[config.mk]
export PLATFORM = sky130hd
export DESIGN_NAME = serial_pattern_gen
export DESIGN_NICKNAME = d
export VERILOG_FILES = /design/src/rtl/serial_pattern_gen.sv
export SDC_FILE = /design/constraint.sdc
export NUM_CORES = 1
export LEC_CHECK = 0
export BUFFER_PORTS_ARGS = -buffer_cell sky130_fd_sc_hd__buf_2
export CAP_MARGIN = 20
export CORE_AREA = 2 2 95 107
export CTS_CLUSTER_SIZE = 10
export DETAILED_ROUTE_END_ITERATION = 10
export DIE_AREA = 0 0 97 109
export PLACE_DENSITY = 0.48
export SLEW_MARGIN = 0
export SYNTH_ARGS = -nofsm -noshare
export SYNTH_HDL_FRONTEND = slang
export SYNTH_SLANG_ARGS = --single-unit
[constraint.sdc]
create_clock -name clk -period 4.3 [get_ports clk]
set_input_delay 0.43 -clock clk [delete_from_list [all_inputs] [get_ports clk]]
set_output_delay 0.43 -clock clk [all_outputs]
set_load 0.02 [all_outputs]
[src/rtl/serial_pattern_gen.sv]
// Serial bit-pattern transmitter: shifts a captured pattern out MSB-first, with optional repeats separated by a zero gap.
// Optional even-parity bit after each pass when SERIAL_PATTERN_GEN_PARITY_EN is defined.
module serial_pattern_gen #(
    parameter int WIDTH = 16,
    parameter int LEN_W = 5,
    parameter int CNT_W = 4
) (
    input  logic             clk,
    input  logic             reset,
    input  logic             start,
    input  logic [WIDTH-1:0] pattern,
    input  logic [LEN_W-1:0] len,
    input  logic [CNT_W-1:0] repeat_n,
    input  logic             abort,
    output logic             out,
    output logic             out_valid,
    output logic             busy,
    output logic             done
);

    typedef enum logic [2:0] {
        S_IDLE,
        S_SHIFT,
        S_GAP,
        S_DONE
`ifdef SERIAL_PATTERN_GEN_PARITY_EN
        , S_PARITY
`endif
    } state_t;

    state_t           state_q;
    logic [WIDTH-1:0] pat_q;
    logic [WIDTH-1:0] shreg_q;
    logic [LEN_W-1:0] len_q;
    logic [LEN_W-1:0] bits_q;
    logic [CNT_W-1:0] pass_q;
    logic             out_q;
    logic             valid_q;
    logic             busy_q;
    logic             done_q;
    logic [LEN_W-1:0] len_d;
`ifdef SERIAL_PATTERN_GEN_PARITY_EN
    logic             par_q;
`endif

    always_comb begin
        len_d = (len > LEN_W'(WIDTH)) ? LEN_W'(WIDTH) : len;
    end

    assign out       = out_q;
    assign out_valid = valid_q;
    assign busy      = busy_q;
    assign done      = done_q;

    always_ff @(posedge clk or posedge reset) begin
        if (reset) begin
            state_q <= S_IDLE;
            pat_q   <= '0;
            shreg_q <= '0;
            len_q   <= '0;
            bits_q  <= '0;
            pass_q  <= '0;
            out_q   <= 1'b0;
            valid_q <= 1'b0;
            busy_q  <= 1'b0;
            done_q  <= 1'b0;
`ifdef SERIAL_PATTERN_GEN_PARITY_EN
            par_q   <= 1'b0;
`endif
        end else if (state_q != S_IDLE && abort) begin
            state_q <= S_IDLE;
            out_q   <= 1'b0;
            valid_q <= 1'b0;
            busy_q  <= 1'b0;
            done_q  <= 1'b0;
        end else begin
            case (state_q)
                S_IDLE: begin
                    done_q <= 1'b0;
                    if (start && !abort) begin
                        pat_q  <= pattern;
                        len_q  <= len_d;
                        pass_q <= repeat_n;
                        busy_q <= 1'b1;
                        if (len_d != '0) begin
                            // First bit goes out on the capture edge itself.
                            state_q <= S_SHIFT;
                            out_q   <= pattern[WIDTH-1];
                            valid_q <= 1'b1;
                            shreg_q <= {pattern[WIDTH-2:0], 1'b0};
                            bits_q  <= len_d - LEN_W'(1);
`ifdef SERIAL_PATTERN_GEN_PARITY_EN
                            par_q   <= pattern[WIDTH-1];
`endif
                        end else begin
                            state_q <= S_DONE;
                            done_q  <= 1'b1;
                        end
                    end
                end
                S_SHIFT: begin
                    if (bits_q != '0) begin
                        out_q   <= shreg_q[WIDTH-1];
                        shreg_q <= {shreg_q[WIDTH-2:0], 1'b0};
                        bits_q  <= bits_q - LEN_W'(1);
`ifdef SERIAL_PATTERN_GEN_PARITY_EN
                        par_q   <= par_q ^ shreg_q[WIDTH-1];
`endif
                    end else begin
`ifdef SERIAL_PATTERN_GEN_PARITY_EN
                        state_q <= S_PARITY;
                        out_q   <= par_q;
`else
                        out_q   <= 1'b0;
                        valid_q <= 1'b0;
                        if (pass_q != '0) begin
                            state_q <= S_GAP;
                        end else begin
                            state_q <= S_DONE;
                            done_q  <= 1'b1;
                        end
`endif
                    end
                end
`ifdef SERIAL_PATTERN_GEN_PARITY_EN
                S_PARITY: begin
                    out_q   <= 1'b0;
                    valid_q <= 1'b0;
                    if (pass_q != '0) begin
                        state_q <= S_GAP;
                    end else begin
                        state_q <= S_DONE;
                        done_q  <= 1'b1;
                    end
                end
`endif
                S_GAP: begin
                    // Restart the pass from the captured copy, not the live input.
                    state_q <= S_SHIFT;
                    pass_q  <= pass_q - CNT_W'(1);
                    out_q   <= pat_q[WIDTH-1];
                    valid_q <= 1'b1;
                    shreg_q <= {pat_q[WIDTH-2:0], 1'b0};
                    bits_q  <= len_q - LEN_W'(1);
`ifdef SERIAL_PATTERN_GEN_PARITY_EN
                    par_q   <= pat_q[WIDTH-1];
`endif
                end
                S_DONE: begin
                    state_q <= S_IDLE;
                    busy_q  <= 1'b0;
                    done_q  <= 1'b0;
                end
                default: begin
                    state_q <= S_IDLE;
                    out_q   <= 1'b0;
                    valid_q <= 1'b0;
                    busy_q  <= 1'b0;
                    done_q  <= 1'b0;
                end
            endcase
        end
    end

endmodule

* Yosys cells after proc, flatten, opt, wreduce, memory -nomap -nowiden
Cells that the tools add are included.
** Word-level totals
- Register bits after elaboration :: 53
- Bits of input ports :: 29
- Output and inout bits :: 4
- Word-level logic and storage cells :: 84
** Operators by class
- $add $sub $neg :: 4
- $lt $le $gt $ge :: 1
- Equal/unequal tests :: 13
- Mux-type cells :: 36
- Bitwise logic cells :: 1
- Reductions and logical operators :: 19
** Operators by type and width (number)
- 16-bit two-way mux :: 3
- 16-bit case mux with 3 select lines :: 1
- 5-bit two-way mux :: 4
- 1-bit two-way mux :: 16
- 5-bit case mux with 3 select lines :: 1
- 5-bit by 1-bit subtractor with 5-bit output (second input constant) :: 3
- 3-bit inequality test (second input constant) :: 4
- 3-bit AND reduction :: 4
- 2-bit inequality test (second input constant) :: 5
- 5-bit nonzero test :: 2
- 3-bit two-way mux :: 3
- 3-bit case mux with 3 select lines :: 1
- 1-bit case mux with 4 select lines :: 2
- 4-bit case mux with 2 select lines :: 1
- 3-bit by 2-bit == test with 1-bit output (second input constant) :: 2
- 3-bit nonzero test :: 2
- 5-bit > comparator (second input constant) :: 1
- 5-bit AND reduction :: 1
- 4-bit two-way mux :: 1
- 2-bit AND reduction :: 2
- 4-bit AND reduction :: 1
- 4-bit nonzero test :: 1
- 4-bit by 1-bit subtractor with 4-bit output (second input constant) :: 1
- 3-bit by 1-bit == test with 1-bit output (second input constant) :: 1
- other kinds (10) :: 11

* Logic depth before layout (Yosys ltp)
Gate-level depths: netlist of the first run.
- Depth in word-level cells :: 7
- Mapped depth :: 8
- Mapped depth without buffers :: 7

* Worst setup path after synthesis of the first run
Ideal clock, no wire load.
- Path kind :: reg-to-reg
- Start :: register state_q[0]
- End :: register bits_q[2]
- Setup time :: 0.125 ns
- Arrival :: 2.051 ns
- Required time :: 4.175 ns
- Setup slack :: 2.124 ns
- Stages on the path, launching flop included :: 8
- Buffers on the path :: 1
- Period minus slack after synthesis :: 2.176 ns
- Cells stage by stage :: dfrtp_1 inv_1 ha_1 clkbuf_1 mux2_2 ha_1 xnor2_1 mux2_4
** On the way
- Word-level cells in the longest chain between the ends :: 4
- Elaborated cells between the ends (all ways) :: 12
- Those cells by class :: eq/ne: 5; mux: 1; bitwise: 1; reduce/logical: 5
** Ends and longest elaborated chain
- from (decl) :: RTL line 31 : state_t state_q;
- from (signal assigned) :: RTL line 57 : state_q <= S_IDLE;
- from (signal assigned) :: RTL line 71 : state_q <= S_IDLE;
- from (signal assigned) :: RTL line 87 : state_q <= S_SHIFT;
- branches (longest 4 deep; another with 5-bit AND reduction)
- to (signal assigned) :: RTL line 91 : bits_q <= len_d - LEN_W'(1);
- to (signal assigned) :: RTL line 105 : bits_q <= bits_q - LEN_W'(1);
- to (signal assigned) :: RTL line 144 : bits_q <= len_q - LEN_W'(1);
- to (decl) :: RTL line 35 : logic [LEN_W-1:0] bits_q;
Several ways; the timed one is not identified.
A chain may end at the register's enable or synchronous reset.

* Worst setup path in the final report of the first run
- Start :: register state_q[1]
- End :: register bits_q[2]
The elaborated chain is that of the path after synthesis.

==> results of run 1 <==
## cells in the mapped netlist
cell / n / area, um2
sky130_fd_sc_hd__o32ai_1: 1 / 8.76
sky130_fd_sc_hd__a22o_1: 1 / 8.76
sky130_fd_sc_hd__o31ai_1: 2 / 15.0
sky130_fd_sc_hd__ha_1: 6 / 75.1
sky130_fd_sc_hd__o2bb2a_1: 1 / 10.0
sky130_fd_sc_hd__a32o_1: 1 / 10.0
sky130_fd_sc_hd__or3b_2: 1 / 8.76
sky130_fd_sc_hd__or2_2: 1 / 6.26
sky130_fd_sc_hd__or4_4: 1 / 11.3
sky130_fd_sc_hd__clkbuf_1: 11 / 41.3
sky130_fd_sc_hd__a22oi_1: 18 / 135
sky130_fd_sc_hd__buf_1: 2 / 7.51
sky130_fd_sc_hd__or3_4: 1 / 11.3
sky130_fd_sc_hd__or4_1: 1 / 7.51
sky130_fd_sc_hd__nand2_1: 7 / 26.3
sky130_fd_sc_hd__nor2b_1: 5 / 31.3
sky130_fd_sc_hd__xnor2_1: 1 / 8.76
sky130_fd_sc_hd__o22ai_1: 2 / 12.5
sky130_fd_sc_hd__inv_1: 11 / 41.3
sky130_fd_sc_hd__o21ai_0: 12 / 60.1
sky130_fd_sc_hd__and3_4: 1 / 11.3
sky130_fd_sc_hd__a21oi_1: 21 / 105
sky130_fd_sc_hd__mux2i_1: 4 / 40.0
sky130_fd_sc_hd__mux2_4: 16 / 240
sky130_fd_sc_hd__nor4_1: 1 / 6.26
sky130_fd_sc_hd__o21a_1: 3 / 22.5
sky130_fd_sc_hd__buf_6: 2 / 22.5
sky130_fd_sc_hd__nor3_1: 2 / 10.0
sky130_fd_sc_hd__dfrtp_1: 51 / 1280
sky130_fd_sc_hd__nand2b_1: 6 / 37.5
sky130_fd_sc_hd__nand4_1: 2 / 12.5
sky130_fd_sc_hd__o221a_2: 1 / 11.3
sky130_fd_sc_hd__mux2_2: 22 / 248
sky130_fd_sc_hd__a221oi_1: 1 / 8.76
sky130_fd_sc_hd__or3_1: 2 / 12.5
sky130_fd_sc_hd__a31oi_1: 6 / 37.5
sky130_fd_sc_hd__o211ai_1: 1 / 7.51
sky130_fd_sc_hd__a222oi_1: 1 / 10.0
sky130_fd_sc_hd__a211oi_1: 1 / 7.51
sky130_fd_sc_hd__nand3_1: 3 / 15.0
sky130_fd_sc_hd__nor2_1: 21 / 78.8
sky130_fd_sc_hd__a31o_2: 3 / 26.3
## where the power goes
group	internal [W]	switching [W]	leakage, nW
clock network	0.000117	0.000171	0.0418
registers	0.000717	0.000148	0.609
logic	0.000543	0.000524	0.694
total	0.00138	0.000842	1.35
## per-layer routing
metal,routed length (um),GRT usage
met1,3030,0.172
met2,2960,0.205
met3,258,0.0250
met4,45,0.0302
met5,0,0
## worst max-delay path by stage
stage / startpoint / end / cells after the start
CTS: state_q[1] / bits_q[2] / 6
global route: state_q[1] / bits_q[2] / 6
finish: state_q[1] / bits_q[2] / 6
floorplan: state_q[0] / bits_q[2] / 7
global placement: state_q[0] / bits_q[2] / 6
detailed placement: state_q[0] / bits_q[2] / 6
## state kept, by name (all words and copies together) (netlist names)
name,cells
out_valid,1
pat_q,16
len_q,5
bits_q,5
pass_q,4
done,1
busy,1
state_q,2
shreg_q,15
out,1
## logic make-up after synthesis
group | after synthesis | share of synthesized area
compound gates | 76 | 0.178
fa+ha+maj | 6 | 0.0270
mux | 42 | 0.190
simple gates | 55 | 0.103
flops | 51 | 0.458
buf+inv | 26 | 0.0405
xor+xnor | 1 | 0.00315
## final cells by class
type / instances / share of cell area
multi-input cells: 180 / 0.444
well taps: 120 / 0.0478
clock buffers: 6 / 0.0231
clock inverters: 2 / 0.00518
flip-flops and latches: 51 / 0.406
repair buffers: 36 / 0.0605
inverters: 11 / 0.0131
## stage by stage
stage / cells / total power (W) / setup slack, ns / util
final: 406 / 0.00222 / 1.98 / 0.329
after global routing: 406 / 0.00242 / 1.89 / 0.329
after CTS: 406 / 0.00224 / 2.00 / 0.329
after detailed placement: 398 / 0.00195 / 2.02 / 0.319
after global placement: 398 / 0.00194 / 2.04 / 0.319
after floorplan: 257 / 0.00171 / 2.12 / -
## critical path, stage by stage (launching register included)
cell                      delay (ns)
sky130_fd_sc_hd__dfrtp_1        0.43
sky130_fd_sc_hd__inv_1          0.08
sky130_fd_sc_hd__ha_1           0.63
sky130_fd_sc_hd__mux2_2         0.44
sky130_fd_sc_hd__ha_1           0.23
sky130_fd_sc_hd__xnor2_1        0.13
sky130_fd_sc_hd__mux2_4         0.25
==> run metrics, run 1 <==
detail-routed via count per cell just over 5; clock buffers created by TritonCTS 5; worst hold-check slack 0.285 ns; estimated wirelength of the detail-placed design 4.09 mm; antenna violations before repair 0; maximum number of pins on one net before global-route repair 52; power per cell area 707 nW/um2; area taken by multi-input logic gates 1400 um2; register area 1280 um2; Placer Congestion 0.768; most common cell after layout, fill and taps aside sky130_fd_sc_hd__dfrtp_1; sum of overflow across all layers after global routing 0; number of slew-limit violations in the final report 0; Least-Margin Pin Slew 1.04 ns; vias in the first global route 2069; Fin Setup TNS 0 ns; number of buffers added to fix hold violations after cts 0; fraction of final layout cells with drive strength greater than 1 0.318; average wire per standard cell 15.5 um; clock slew seen by the registers of the worst setup and hold paths about 0.10 ns; starting density of the core 0.291; 1st-iter DRT viols 64; Fill cells 969; Die Wd 97 um; slew margin rel. 0.302; largest vdd supply drop 0.000257 V; cells on worst reg2reg path 6; total wire length approximately 6.3 mm; final setup skew about 0.013 ns; die outline area 10600 um2; final cycle utilization of the critical path 0.540; post-CTS sizing 0; path category of the worst min-delay check in2async; latest clock arrival within the worst-skew pair slightly above 0.3 ns; dpl cell area 3050 um2; unrepaired setup endpoints after global routing false; clock tree from TritonCTS done; Clock Sink Count 51; static power due to leakage 1.35 nW; number of instances in the synthesized netlist 257; Die Height 109 um; synthesized cell area 2780 um2; Core Box Area 9560 um2; post-CTS setup repair buffer count 0; PortBufs 32; total nets after synthesis 292; worst path required time 4.49 ns; capture point of the worst reg-to-reg path bits_q[2]; most frequent cells in the layout sky130_fd_sc_hd__dfrtp_1 (51), sky130_fd_sc_hd__buf_2 (32), sky130_fd_sc_hd__mux2_2 (22); remaining routing DRC violations 0; startpoint type of the worst setup path flip-flop; time the worst path needs with I/O delays and setup 2.32 ns; # rows 38; worst setup path class reg2reg; type of element capturing the critical path flip-flop; post-route antenna net violation count 0; number of max-capacitance violations reported 0; final setup violating endpoints 0; Max clock buf depth 2; global-route wire length before repair 10.7 mm; combined global-route utilization of all metal layers 0.125; maximum fanout along the worst path 13; outcome complete, no violations; total via count in the routed design 2054; Warnings, synthesis 0; final standard cell area without fillers 3140 um2; H-tree depth reported by CTS 2; count of different cell masters after synthesis 42; synthesized flop and latch total slightly above 50; number of top-level pins 33; endpoint arrival time on the critical path 2.51 ns; drt pass-1 iters 4; internal reg-to-reg setup slack 1.98 ns; final count of hold timing violations 0; number of diodes added for antenna fixing 0; buffer cell driving the clock tree root sky130_fd_sc_hd__clkbuf_8; r2r startpoint state_q[1]; Achievable Freq 430 MHz; area delta synth->final 12.9%; sequential area share after synthesis 0.458; per-instance average area after synthesis 10.8 um2; final-stage net count 320
Note: power is estimated with default switching activity, not from simulation.
==> inputs of run 2 (changes only) <==
--- a/config.mk
+++ b/config.mk
@@ -5,12 +5,13 @@
 export SDC_FILE = /design/constraint.sdc
 export NUM_CORES = 1
 export LEC_CHECK = 0
+export ABC_AREA = 1
 export BUFFER_PORTS_ARGS = -buffer_cell sky130_fd_sc_hd__buf_2
 export CAP_MARGIN = 20
-export CORE_AREA = 2 2 95 107
+export CORE_AREA = 2 2 94 105
 export CTS_CLUSTER_SIZE = 10
 export DETAILED_ROUTE_END_ITERATION = 10
-export DIE_AREA = 0 0 97 109
+export DIE_AREA = 0 0 96 107
 export PLACE_DENSITY = 0.48
 export SLEW_MARGIN = 0
 export SYNTH_ARGS = -nofsm -noshare
==> constraint.sdc (replaced) <==
create_clock -name clk -period 2.15 [get_ports clk]
set_input_delay 0.215 -clock clk [delete_from_list [all_inputs] [get_ports clk]]
set_output_delay 0.215 -clock clk [all_outputs]
set_load 0.02 [all_outputs]
==> run metrics, run 2 <==
outcome complete, no violations; Die Height 107 um; Die Wd roughly 96 um; number of enable flip-flop cells after synthesis 0; maximum number of pins on one net before global-route repair 30; top post-synthesis cells by count sky130_fd_sc_hd__nand2_1 (106), sky130_fd_sc_hd__dfrtp_1 (51), sky130_fd_sc_hd__inv_1 (42); clock slew seen by the registers of the worst setup and hold paths 0.10 ns; post-CTS setup repair buffer count 0; final-stage net count 423; asr flop ratio synth 1.00; Reg with most FFs pat_q; unrepaired setup endpoints after global routing false; fraction of final layout cells with drive strength greater than 1 0.160; cell types with the largest area share after synthesis sky130_fd_sc_hd__dfrtp_1 (47%), sky130_fd_sc_hd__nand2_1 (15%), sky130_fd_sc_hd__o21ai_0 (7.4%); sum of overflow across all layers after global routing 0; synthesized flop and latch total 51; worst path required time approximately 2.4 ns; starting density of the core 0.293; number of instances in the synthesized netlist around 350; time the worst path needs with I/O delays and setup 1.92 ns; static power due to leakage approximately 1.6 nW; vias in the first global route around 2300; final cycle utilization of the critical path 0.891; drt pass-1 iters 4; maximum fanout along the worst path 15; fraction of synthesized cell area taken by the top area cell type 0.472; Core Box Area 9210 um2; Fill cells 976; final setup skew 0.0115 ns; startpoint type of the worst setup path flip-flop; number of flip-flops under the largest register name 16; per-instance average area after synthesis 7.70 um2; # rows 37; endpoint arrival time on the critical path 2.12 ns; number of slew-limit violations in the final report 0; clock tree from TritonCTS done; Largest regs pat_q (16), shreg_q (15); worst-path cell with the longest stage delay sky130_fd_sc_hd__dfrtp_1; library cell with the largest summed area after synthesis sky130_fd_sc_hd__dfrtp_1; Achievable Freq roughly 520 MHz; post-route antenna net violation count 0; total via count in the routed design 2290; synthesized cell area 2700 um2; most common cell after layout, fill and taps aside sky130_fd_sc_hd__nand2_1; number of top-level pins 33; latest clock arrival within the worst-skew pair 0.31 ns; Fin Setup TNS 0 ns; global-route wire length before repair 11.1 mm; cell-by-cell trace of the critical path inv_1, ha_1, buf_4, nand3_1, nand2_1, ha_1, nand4_1, nand3_1, nand2_1; area delta synth->final 15.7%; final count of hold timing violations 0; slew margin rel. 0.625; power per cell area 1470 nW/um2; PortBufs 32; Clock Sink Count 51; buffer cell driving the clock tree root sky130_fd_sc_hd__clkbuf_8; final setup violating endpoints 0; total wire length 6.57 mm; sequential area share after synthesis 0.472; estimated wirelength of the detail-placed design 4.90 mm; combined global-route utilization of all metal layers 0.140; die outline area 10300 um2; number of max-capacitance violations reported 0; largest vdd supply drop 0.000433 V; number of diodes added for antenna fixing 0; Least-Margin Pin Slew 0.562 ns; H-tree depth reported by CTS 2; remaining routing DRC violations 0; PnR Total Power roughly 0.0046 W; detail-routed via count per cell ~4.5; Placer Congestion 0.810; slowest stage delay, CP 0.42 ns; Max clock buf depth 2; type of element capturing the critical path flip-flop; top-count cell post-synth sky130_fd_sc_hd__nand2_1; antenna violations before repair 0; most frequent cells in the layout sky130_fd_sc_hd__nand2_1 (106), sky130_fd_sc_hd__dfrtp_1 (51), sky130_fd_sc_hd__inv_1 (41); average wire per standard cell 13.0 um; Warnings, synthesis 0; most common flop cell mapped by yosys sky130_fd_sc_hd__dfrtp_1; 1st-iter DRT viols 142; total nets after synthesis 386; clock buffers created by TritonCTS 5; count of different cell masters after synthesis 28; path category of the worst min-delay check in2reg; worst setup path class reg2reg
run 2: cell types whose count changed in the layout (fill, tap and decap cells not counted), sizes merged, moves of 18 or more:
cell   before  now
a22oi      18    0
inv        12   45
mux2       38    0
nand2       7  108
nand3       3   23
o21ai      12   56
run 2: what timing repair did:
action | CTS | global route
endpoints found under the setup margin | 0 | 3
endpoints found under the hold margin | 24 | 0
gates resized for setup | 0 | 1
hold buffers | 1 | 0
run 2: report_power, final:
| part | internal (W) | switching [W] | total [W] | leakage, nW |
|---|---|---|---|---|
| Clock | 0.000224 | 0.000331 | 0.000554 | 0.0440 |
| Sequential | 0.00141 | 0.000228 | 0.00164 | 0.641 |
| Combinational | 0.000900 | 0.00151 | 0.00241 | 0.878 |
| Total | 0.00253 | 0.00207 | 0.00460 | 1.56 |
run 2: cell families (layout without fill, tap and decap cells):
logic type / count (synthesis) / after routing / synth area share
buf+inv: 59 / 96 / 0.0912
flops: 51 / 51 / 0.472
fa+ha+maj: 6 / 6 / 0.0278
simple gates: 151 / 151 / 0.234
xor+xnor: 2 / 2 / 0.00648
compound gates: 82 / 82 / 0.169
run 2: worst paths after layout:
path,slack (ns),depth (start not counted),endpoint,start
worst max-delay path,0.23,9,bits_q[4],state_q[0]
worst min-delay path,0.12,3,pat_q[3],pattern[3]
worst max register to register,0.23,9,bits_q[4],state_q[0]
worst min register to register,0.49,2,shreg_q[9],shreg_q[9]
max in group asynchronous,1.10,4,bits_q[3],reset
min in group asynchronous,0.49,3,pat_q[3],reset
run 2: critical path, delay by kind of cell, from the launching register on:
family / cells / cell delay, ns
and+or+nand+nor: 5 / 0.45
buffers and inverters: 2 / 0.34
DFF: 1 / 0.42
adders and majority gates: 2 / 0.60
run 2: layout make-up:
| type | count | area, um2 | area share |
|---|---|---|---|
| Clock buffer | 5 | 68.8 | 0.0220 |
| Clock inverter | 2 | 13.8 | 0.00440 |
| Inverter | 47 | 176 | 0.0564 |
| Multi-Input combinational cell | 241 | 1180 | 0.378 |
| Sequential cell | 51 | 1280 | 0.408 |
| Tap cell | 117 | 146 | 0.0468 |
| Timing Repair Buffer | 42 | 263 | 0.0840 |
run 2: layer usage:
layer  vias to the layer above  share of wire  track usage
met1                      1047           0.48        0.189
met5                         -              0            0
met2                        35           0.47        0.231
li1                       1202              -            -
met4                         0          0.010       0.0337
met3                         6          0.035       0.0253
run 2: metrics by stage:
stage	hold WS (ns)	cells	setup WS [ns]	area, um2	utilization
floorplan	0.325	351	0.395	2700	-
global placement	0.303	497	0.214	3030	0.329
detailed placement	0.308	497	0.173	3030	0.329
CTS	0.124	505	0.160	3130	0.339
global route	0.129	505	0.00970	3130	0.340
finish	0.123	505	0.234	3130	0.340
==> inputs of run 3 (changes only) <==
--- a/config.mk
+++ b/config.mk
@@ -5,14 +5,13 @@
 export SDC_FILE = /design/constraint.sdc
 export NUM_CORES = 1
 export LEC_CHECK = 0
-export ABC_AREA = 1
+export ABC_AREA = 0
 export BUFFER_PORTS_ARGS = -buffer_cell sky130_fd_sc_hd__buf_2
 export CAP_MARGIN = 20
-export CORE_AREA = 2 2 94 105
+export CORE_AREA = 2 2 95 107
 export CTS_CLUSTER_SIZE = 10
 export DETAILED_ROUTE_END_ITERATION = 10
-export DIE_AREA = 0 0 96 107
-export PLACE_DENSITY = 0.48
+export DIE_AREA = 0 0 97 109
 export SLEW_MARGIN = 0
 export SYNTH_ARGS = -nofsm -noshare
 export SYNTH_HDL_FRONTEND = slang
==> run metrics, run 3 (synthesis results as in run 1) <==
outcome complete, no violations; time the worst path needs with I/O delays and setup between 2 and 2.5 ns; area delta synth->final 17.5%; latest clock arrival within the worst-skew pair approximately 0.32 ns; Clock Sink Count 51; r2r startpoint bits_q[0]; remaining routing DRC violations 0; number of flip-flops under the largest register name 16; worst hold path cell count 2; final-stage net count around 330; Die Height roughly 110 um; antenna violations before repair 0; number of diodes added for antenna fixing 0; unrepaired setup endpoints after global routing true; vias in the first global route a little over 2000; most frequent cells in the layout sky130_fd_sc_hd__dfrtp_1 (51), sky130_fd_sc_hd__buf_2 (32), sky130_fd_sc_hd__mux2_2 (22); post-route antenna net violation count 0; worst setup path class reg2reg; detail-routed via count per cell between 4 and 5; path category of the worst min-delay check in2reg; clock slew seen by the registers of the worst setup and hold paths 0.10 ns; final setup skew between 0.009 and 0.01 ns; fraction of final layout cells with drive strength greater than 1 0.339; Fin Setup TNS 0 ns; dpl cell area 3130 um2; startpoint type of the worst setup path flip-flop; launching instance or port of the critical path bits_q[0]; final setup violating endpoints 0; die outline area approximately 11000 um2; number of top-level pins 33; startpoint of the tightest hold check path pattern[2]; Core Box Area 9560 um2; worst path required time 2.35 ns; Reg with most FFs pat_q; static power due to leakage 1.41 nW; PortBufs 32; Placer Congestion 0.824; type of element capturing the critical path flip-flop; maximum fanout along the worst path 20; Least-Margin Pin Slew 0.423 ns; endpoint arrival time on the critical path 2.31 ns; clock tree from TritonCTS done; estimated wirelength of the detail-placed design 4.46 mm; slew margin rel. 0.715; most common cell after layout, fill and taps aside sky130_fd_sc_hd__dfrtp_1; Achievable Freq 475 MHz; final cycle utilization of the critical path 0.979; Max clock buf depth 2; drt pass-1 iters 4; Die Wd 97 um; H-tree depth reported by CTS 2; average wire per standard cell 14.9 um; 1st-iter DRT viols 122; post-CTS setup repair buffer count 0; final standard cell area without fillers 3270 um2; starting density of the core 0.291; global-route wire length before repair about 10 mm; number of max-capacitance violations reported 0; total via count in the routed design 2063; largest vdd supply drop ~0.00053 V; cells on worst reg2reg path 4; clock buffers created by TritonCTS 5; power per cell area 1450 nW/um2; total wire length 6.19 mm; combined global-route utilization of all metal layers 0.122; buffer cell driving the clock tree root sky130_fd_sc_hd__clkbuf_8; Largest regs pat_q (16), shreg_q (15); sum of overflow across all layers after global routing 0; number of slew-limit violations in the final report 0; maximum number of pins on one net before global-route repair 52; final count of hold timing violations 0; # rows 38
[run 3: cell types whose count changed in the layout (fill, tap and decap cells not counted), sizes merged, moves of 9 or more]
cell / previous run / this run
o21ai: 56 / 12
mux2: 0 / 38
inv: 45 / 11
nand2: 108 / 7
a22oi: 0 / 18
a21oi: 12 / 21
nand3: 23 / 3
[run 3: timing repair]
item / in CTS / in global routing
hold buffers: 1 / 0
endpoints found under the hold margin: 51 / 0
endpoints found under the setup margin: 0 / 2
gates resized for setup: 0 / 0
[run 3: final timing paths]
check	endpoint	slack [ns]
hold reg to reg	len_q[0]	0.50
hold / removal	pat_q[2]	0.14
max in group asynchronous	pat_q[0]	1.43
setup reg to reg	bits_q[0]	0.05
setup / recovery	bits_q[0]	0.05
min in group asynchronous	pass_q[1]	0.47
[run 3: through the flow]
stage | util | total power, W | std cells | setup slack, ns | hold slack [ns]
2_1_floorplan | - | 0.00342 | 257 | 0.109 | 0.366
4_1_cts | 0.342 | 0.00479 | 415 | 0.0463 | 0.138
3_3_place_gp | 0.327 | 0.00391 | 406 | 0.0981 | 0.286
3_5_place_dp | 0.327 | 0.00398 | 406 | 0.0591 | 0.285
6_report | 0.342 | 0.00475 | 415 | 0.0452 | 0.138
5_1_grt | 0.342 | 0.00511 | 415 | -0.00501 | 0.136
[run 3: worst max-delay path: stages (launching register included)]
cell                      delay, ns
sky130_fd_sc_hd__dfrtp_1       0.42
sky130_fd_sc_hd__or4_4         0.56
sky130_fd_sc_hd__or3_4         0.37
sky130_fd_sc_hd__and3_4        0.31
sky130_fd_sc_hd__mux2_4        0.33
[run 3: final cells by class]
cell class                      count  area, um2
Clock buffer                        5       68.8
Clock inverter                      3       67.6
Fill cell                         982       6280
Inverter                           11       41.3
Multi-Input combinational cell    180       1400
Sequential cell                    51       1280
Tap cell                          120        150
Timing Repair Buffer               45        273
[run 3: power by group]
part | internal [W] | switching (W) | leakage, nW
clock | 0.000464 | 0.000333 | 0.0644
sequential | 0.00144 | 0.000313 | 0.609
combinational | 0.00115 | 0.00105 | 0.741
[run 3: per-layer routing]
layer  up-vias  track usage  part of all wire
met3         7       0.0218             0.029
li1       1019            -                 -
met5         -            0                 0
met4         0       0.0332             0.011
met2        27        0.201              0.47
met1      1010        0.165              0.48
